`config.mk`:
```
export PLATFORM = sky130hd
export DESIGN_NAME = id_ex_reg
export DESIGN_NICKNAME = d
export VERILOG_FILES = /design/src/rtl/id_ex_reg.sv
export SDC_FILE = /design/constraint.sdc
export NUM_CORES = 1
export LEC_CHECK = 0
export BUFFER_PORTS_ARGS = -buffer_cell sky130_fd_sc_hd__buf_2
export CAP_MARGIN = 40
export CORE_AREA = 2 2 157 159
export DETAILED_ROUTE_END_ITERATION = 8
export DIE_AREA = 0 0 159 161
export GPL_TIMING_DRIVEN = 0
export PLACE_DENSITY = 0.62
export SLEW_MARGIN = 30
export SYNTH_ARGS = -nofsm -noshare
export SYNTH_HDL_FRONTEND = slang
export SYNTH_SLANG_ARGS = --single-unit
```
`constraint.sdc`:
```
create_clock -name clk -period 1.4 [get_ports clk]
set_clock_uncertainty 0.2 [all_clocks]
set_input_delay 0.07 -clock clk [delete_from_list [all_inputs] [get_ports clk]]
set_output_delay 0.07 -clock clk [all_outputs]
set_load 0.005 [all_outputs]
```
`src/rtl/id_ex_reg.sv`:
```
// D->E pipeline register: captures decoded control and operands, inserts bubbles on flush or invalid D.
// Optional bubble counter on BubbleCntE when ID_EX_PERF_EN is defined; otherwise tied to zero.
module id_ex_reg #(
  parameter logic [31:0] NOP_INSTR = 32'h0000_0000
) (
  input  logic        clk,
  input  logic        reset,
  input  logic        EnE,
  input  logic        FlushE,
  input  logic        ValidD,
  input  logic [31:0] InstrD,
  input  logic [31:0] PC8D,
  input  logic [31:0] RD1D,
  input  logic [31:0] RD2D,
  input  logic [31:0] ImmExtD,
  input  logic [4:0]  RsD,
  input  logic [4:0]  RtD,
  input  logic [4:0]  RdD,
  input  logic        RegWriteD,
  input  logic        MemtoRegD,
  input  logic        MemWriteD,
  input  logic        ALUSrcD,
  input  logic        RegDstD,
  input  logic [2:0]  ALUCtrlD,
  output logic        ValidE,
  output logic [31:0] InstrE,
  output logic [31:0] PC8E,
  output logic [31:0] RD1E,
  output logic [31:0] RD2E,
  output logic [31:0] ImmExtE,
  output logic [4:0]  RsE,
  output logic [4:0]  RtE,
  output logic [4:0]  RdE,
  output logic        RegWriteE,
  output logic        MemtoRegE,
  output logic        MemWriteE,
  output logic        ALUSrcE,
  output logic        RegDstE,
  output logic [2:0]  ALUCtrlE,
  output logic [4:0]  WriteRegE,
  output logic [1:0]  TnewE,
  output logic [31:0] BubbleCntE
);

  typedef struct packed {
    logic        valid;
    logic [31:0] instr;
    logic [31:0] pc8;
    logic [31:0] rd1;
    logic [31:0] rd2;
    logic [31:0] imm;
    logic [4:0]  rs;
    logic [4:0]  rt;
    logic [4:0]  rd;
    logic        reg_write;
    logic        mem_to_reg;
    logic        mem_write;
    logic        alu_src;
    logic        reg_dst;
    logic [2:0]  alu_ctrl;
  } stage_t;

  stage_t stage;
  stage_t bubble;
  stage_t din;

  always_comb begin
    bubble       = '0;
    bubble.instr = NOP_INSTR;
  end

  always_comb begin
    din.valid      = ValidD;
    din.instr      = InstrD;
    din.pc8        = PC8D;
    din.rd1        = RD1D;
    din.rd2        = RD2D;
    din.imm        = ImmExtD;
    din.rs         = RsD;
    din.rt         = RtD;
    din.rd         = RdD;
    din.reg_write  = RegWriteD;
    din.mem_to_reg = MemtoRegD;
    din.mem_write  = MemWriteD;
    din.alu_src    = ALUSrcD;
    din.reg_dst    = RegDstD;
    din.alu_ctrl   = ALUCtrlD;
  end

  // An invalid D slot is loaded as a bubble so undecoded control never reaches E.
  always_ff @(posedge clk) begin
    if (reset || FlushE)
      stage <= bubble;
    else if (EnE)
      stage <= ValidD ? din : bubble;
  end

  assign ValidE    = stage.valid;
  assign InstrE    = stage.instr;
  assign PC8E      = stage.pc8;
  assign RD1E      = stage.rd1;
  assign RD2E      = stage.rd2;
  assign ImmExtE   = stage.imm;
  assign RsE       = stage.rs;
  assign RtE       = stage.rt;
  assign RdE       = stage.rd;
  assign RegWriteE = stage.reg_write;
  assign MemtoRegE = stage.mem_to_reg;
  assign MemWriteE = stage.mem_write;
  assign ALUSrcE   = stage.alu_src;
  assign RegDstE   = stage.reg_dst;
  assign ALUCtrlE  = stage.alu_ctrl;

  assign WriteRegE = stage.reg_dst ? stage.rd : stage.rt;
  assign TnewE     = stage.mem_to_reg ? 2'd2 : (stage.reg_write ? 2'd1 : 2'd0);

`ifdef ID_EX_PERF_EN
  logic [31:0] bubble_cnt;

  always_ff @(posedge clk) begin
    if (reset)
      bubble_cnt <= '0;
    else if (FlushE || (EnE && !ValidD))
      bubble_cnt <= bubble_cnt + 32'd1;
  end

  assign BubbleCntE = bubble_cnt;
`else
  assign BubbleCntE = '0;
`endif

endmodule
```
==> impl_metrics.toml, run 1 <==
[outcome]
status = "finished, violations left"
violations = "setup timing"

[final_layout]
area_growth_pct = 69.49
final_core_util_pct = 52.89
diodes = 0
final_nets = 1685
fin_cells = 1833
drive_above_1_share_pct = 33.66

[synthesis]
yosysTopAreaCell = "dfxtp_1"
synth.most_common_cell = "dfxtp_1"
ys_types = 14
synth_fa_ha_area_share_pct = 0
synth-compound-area-share_pct = 12.25
netlist_instances = 858
ys_top_cells_by_area = "dfxtp_1, nand2b_1, a21oi_1"
synth_common_cells = "dfxtp_1, a21oi_1, nand2b_1, nand3_1, buf_2"
ys_ff_latch = 184
syn_area_mm2 = 0.007477
yosysTopAreaCellShare_pct = 49.26
synth_xor_area_share_pct = 0
syn_avg_cell_area_um2 = 8.715
synth_simple_gate_area_share_pct = 27.78
synth-main-ff-cell = "dfxtp_1"
muxShareOfSynthArea_pct = 0.8869
synth-edff-count = 0
synth_top_family_by_area = "simple AND/OR/NAND/NOR gates"
ys_async_sr_fraction_pct = 0
yosysSeqAreaShare_pct = 49.26
yosys_warnings = 0

[timing]
max_slew_margin_pct = 65.48
rsz0062_at_grt = "yes"
setup_viol = 5
finalMaxSlewViolations = 0
finalCritPeriodShare_pct = 114.5
finalHoldViolCount = 0
setup_ws_ns = -0.2031
max_freq_ghz = 0.6238
timing.hold.ws_ns = 0.02995
worst_pin_slew_ns = 0.5178
period_minus_slack_ns = 1.603
final.setup.tns_ns = -0.9857

[clock_tree]
ctsRootBufferMaster = "clkbuf_16"
post-cts-setup-buffers = 0
clk_latency_ns = 0.43
cts_buffers = 17
clk_path_buf_depth = 2
cts_tree = "done"
cts_sinks = 184
cts.clk_slew.worst_paths_ns = 0.08
htreeDepth = 4

[floorplan]
start_util_pct = 31.20
rows = 57
die_h_um = 161
chipWidth_um = 159
ios = 411
die_area_mm2 = 0.02560
core_area_mm2 = 0.02396

[worst_hold_path]
hold_path_class = "in2reg"

[power_and_ir_drop]
p_leak_nw = 5.549
p_per_area_mw_per_mm2 = 948.0
ir_drop_uv = 679.2
power_mw = 12.01

[flow_run]
drv_cap = 0

[detailed_routing]
drtAntennaViolNets = 0
viasPerCell = 4.597
vias = 8426
drt_iter0_markers = 510
drc = 0
dr.pass1.iters = 4
post_drt_wl_per_cell_um = 15.39
drt-total-wl_um = 28210

[placement]
dp.cells = 1589
post-dp-hpwl_um = 18940
io_buffers = 376
gp_congestion = 0.8546

[worst_setup_path]
cp_max_fo = 7
critPathArrivalTime_ns = 1.33
end_kind = "output pin"
crit_type = "reg2out"
crit_required_ns = 1.13
startpoint_type = "register"

[grt]
grt.overflow.total = 0
grt_pass1_wl_um = 43760
grt_pass1_vias = 8373
antenna_found_initial = 0
grt_max_degree = 19
grt_usage_pct = 21.09
power by group:
part	internal (mW)	switching (mW)	leakage [nW]
clock network	2.55	2.35	0.288
logic	0.977	0.744	3.77
registers	5.33	0.0606	1.49
registers in the layout, summed over array words and instances, names as in the netlist:
register   count
ALUCtrlE       3
RsE            5
RegWriteE      1
RD2E          32
MemtoRegE      1
RdE            5
RegDstE        1
ValidE         1
ImmExtE       32
MemWriteE      1
PC8E          32
ALUSrcE        1
RtE            5
RD1E          32
InstrE        32
metal layers:
metal	part of all wire, %	up-vias	wire [µm]	GRT usage, %
met1	41	3907	11460	24.27
met2	50	339	14180	37.59
met4	3.1	0	879	9.298
li1	-	4115	-	-
met5	0	-	0	0
met3	6.0	65	1694	4.751
critical path, cell delays in order, from the launching register on:
cell and delay [ns]:
dfxtp_4 0.45, mux2_4 0.33, buf_6 0.12
through the flow:
step	cell area, µm²	setup WS (ns)
final	12670	-0.2031
after global routing	12670	-0.2372
after CTS	12650	-0.2136
after detailed placement	9881	-0.1106
after global placement	9881	-0.09892
after floorplan	7594	0.3297
repair_timing:
item | CTS | global route
endpoints found under the setup margin | 6 | 14
cloned | 0 | 0
endpoints found under the hold margin | 183 | 1
hold buffers | 213 | 1
resized for setup | 12 | 6
cell families after synthesis:
group | Yosys count
compound gates | 183
other cells | 1
buf+inv | 115
simple gates | 369
mux | 6
flops | 184
worst paths after layout:
kind,start,end,slack [ns],cells after the start
setup / recovery,RegDstE,WriteRegE[0],-0.20,2
setup reg to reg,RegDstE,RegDstE,0.49,2
hold / removal,ValidD,InstrE[14],0.03,4
hold reg to reg,PC8E[20],PC8E[20],0.26,2
cell usage in the layout, fill, tap and decap left out, types with 2 or more instances in the layout:
| cell | instances |
|---|---|
| a21oi_2 | 2 |
| nand3_1 | 183 |
| buf_2 | 412 |
| conb_1 | 32 |
| dfxtp_1 | 182 |
| clkinv_8 | 2 |
| dlygate4sd3_1 | 213 |
| nand2b_1 | 183 |
| buf_6 | 20 |
| clkbuf_16 | 17 |
| mux2_4 | 5 |
| clkbuf_1 | 23 |
| a21oi_1 | 181 |
| inv_8 | 3 |
| inv_6 | 5 |
| buf_4 | 36 |
| clkinv_4 | 2 |
layout make-up:
type                    instances  area, µm²
fillers                      2205      11290
multi-input cells             590       3206
clock inverters                13      157.7
repair buffers                589       4045
well taps                     324      405.4
plain buffers                 115      742.0
flip-flops and latches        184       3689
clock buffers                  18      429.2
Note: power is estimated with default switching activity, not from simulation.
==> run 2: changes to the inputs <==
Settings changed: PLACE_DENSITY 0.62 to 0.64.
Clock period 1.4 ns to 1.29 ns, I/O delays scaled along.
==> run 2 against run 1 <==
First-iteration DRC count grew 5.1%. Worst setup slack worse by 0.075 ns. Sequential power increased by 8.5%. Clock power is 4% higher. Count of clock-buffer cells in the layout grew 2. Design area fell by 1.7%. Register-to-register slack got worse by 0.28 ns. Critical endpoint is now WriteRegE[1]. Combinational power rose by 7%. Final cell count shrank 0.98%. Sequential share of layout area is 0.52 points higher. The flow still finishes with violations (setup timing). Non-clock buffer count down 19.
==> impl_metrics.toml, run 2 (synthesized netlist as in run 1, its figures left out) <==
[outcome]
status = "finished, violations left"
violations = "setup timing"

[timing]
timing.hold.ws_ns = 0.04475
finalMaxSlewViolations = 0
setup_ws_ns = -0.2784
finalHoldViolCount = 0
rsz0062_at_grt = "yes"
finalCritPeriodShare_pct = 121.6
setup_viol = 6
period_minus_slack_ns = 1.568
max_freq_ghz = 0.6376

[final_layout]
diodes = 0
drive_above_1_share_pct = 34.47
final_common_cell = "buf_2"
final_core_util_pct = 51.99
final_cell_mix = "buf_2, dlygate4sd3_1, nand2b_1, nand3_1"
final_nets = 1666
fillers = 2209
area_growth_pct = 66.63

[grt]
met1_usage_pct = 23.57
grt_pass1_wl_um = 43140
use_met2_pct = 37.08
grt_max_degree = 18
grt_use_met3_pct = 5.444
antenna_found_initial = 0
grt_usage_pct = 20.85
grt_pass1_vias = 8353
top_usage_layer = "met2"
grt.overflow.total = 0

[worst_hold_path]
hold_path_class = "in2reg"

[clock_tree]
cts_buffers = 17
clk_path_buf_depth = 2
cts_tree = "done"
ctsRootBufferMaster = "clkbuf_16"
cts.clk_slew.worst_paths_ns = 0.08
clk_latency_ns = 0.42
cts_sinks = 184
htreeDepth = 4

[flow_run]
drv_cap = 0

[worst_setup_path]
cp_slowest_cell = "dfxtp_4"
cp_max_fo = 6
worstPathCellList = "mux2_4, buf_6"
startpoint_type = "register"
slowest_delay_ns = 0.43
critPathArrivalTime_ns = 1.30
end_kind = "output pin"
crit_type = "reg2out"
crit_required_ns = 1.03

[detailed_routing]
vias = 8354
drt_iter0_markers = 536
viasPerCell = 4.603
drt-total-wl_um = 28200
drc = 0
dr.pass1.iters = 6
drtAntennaViolNets = 0
post_drt_wl_per_cell_um = 15.54

[power_and_ir_drop]
p_int_mw = 9.423
p_leak_nw = 5.515
swShare_pct = 26.29
ir_drop_uv = 676.3
p_per_area_mw_per_mm2 = 1026
p_comb_share_pct = 14.4
sequentialPowerShare_pct = 45.8
power_mw = 12.78
power.switching_mw = 3.360
p_clk_share_pct = 39.8

[floorplan]
ios = 411
start_util_pct = 31.20
chipWidth_um = 159
die_h_um = 161
die_area_mm2 = 0.02560
rows = 57
core_area_mm2 = 0.02396

[placement]
post-dp-hpwl_um = 18530
io_buffers = 376
gp_congestion = 0.8049
-- run 2: path summary, 6_finish.rpt --
path | slack (ns) | startpoint | end | depth (start not counted)
max reg2reg | 0.21 | RegDstE | RegDstE | 4
min | 0.04 | ValidD | ImmExtE[12] | 4
max | -0.28 | RegDstE | WriteRegE[1] | 2
min reg2reg | 0.27 | RD1E[18] | RD1E[18] | 2
-- run 2: critical path: cells and delay by family, from the launching register on --
family / cells / cell delay [ns]
mux: 1 / 0.33
flops: 1 / 0.43
buf+inv: 1 / 0.12
-- run 2: final cells by class --
class	instances	area, µm²	area share (%)
Clock buffer	20	446.7	3.585
Timing Repair Buffer	570	3860	30.98
Sequential cell	184	3691	29.62
Multi-Input combinational cell	590	3209	25.76
Clock inverter	12	110.1	0.8837
Tap cell	324	405.4	3.254
Buffer	115	737.0	5.915
-- run 2: power by group through the flow --
stage	Combinational, mW	Sequential, mW	Clock [mW]
detailed placement	1.33	5.98	0
CTS	1.81	5.85	5.23
floorplan	0.704	5.99	0
global placement	1.34	5.98	0
global route	1.99	5.87	5.43
finish	1.84	5.85	5.09
-- run 2: stage by stage --
stage / area, µm² / setup TNS [ns] / worst slack, ns / std cells
2_1_floorplan: 7594 / 0 / 0.2252 / 889
3_3_place_gp: 9881 / -16.08 / -0.2267 / 1589
3_5_place_dp: 9881 / -16.74 / -0.2261 / 1589
4_1_cts: 12480 / -1.640 / -0.3047 / 1820
5_1_grt: 12460 / -1.776 / -0.3150 / 1815
6_report: 12460 / -1.529 / -0.2784 / 1815
-- run 2: repair_timing --
| action | 4_1_cts | 5_1_grt |
|---|---|---|
| cloned | 0 | 0 |
| hold endpoints to repair | 183 | 10 |
| hold buffers | 198 | 3 |
| pin swaps | 0 | 2 |
| setup buffers | 1 | 2 |
| setup endpoints to repair | 8 | 50 |
| gates resized for setup | 14 | 9 |
-- run 2: routing by layer --
layer | wire length (µm) | up-vias
met5 | 0 | -
met4 | 983 | 0
met3 | 1823 | 72
met2 | 14200 | 353
met1 | 11200 | 3857
li1 | - | 4072
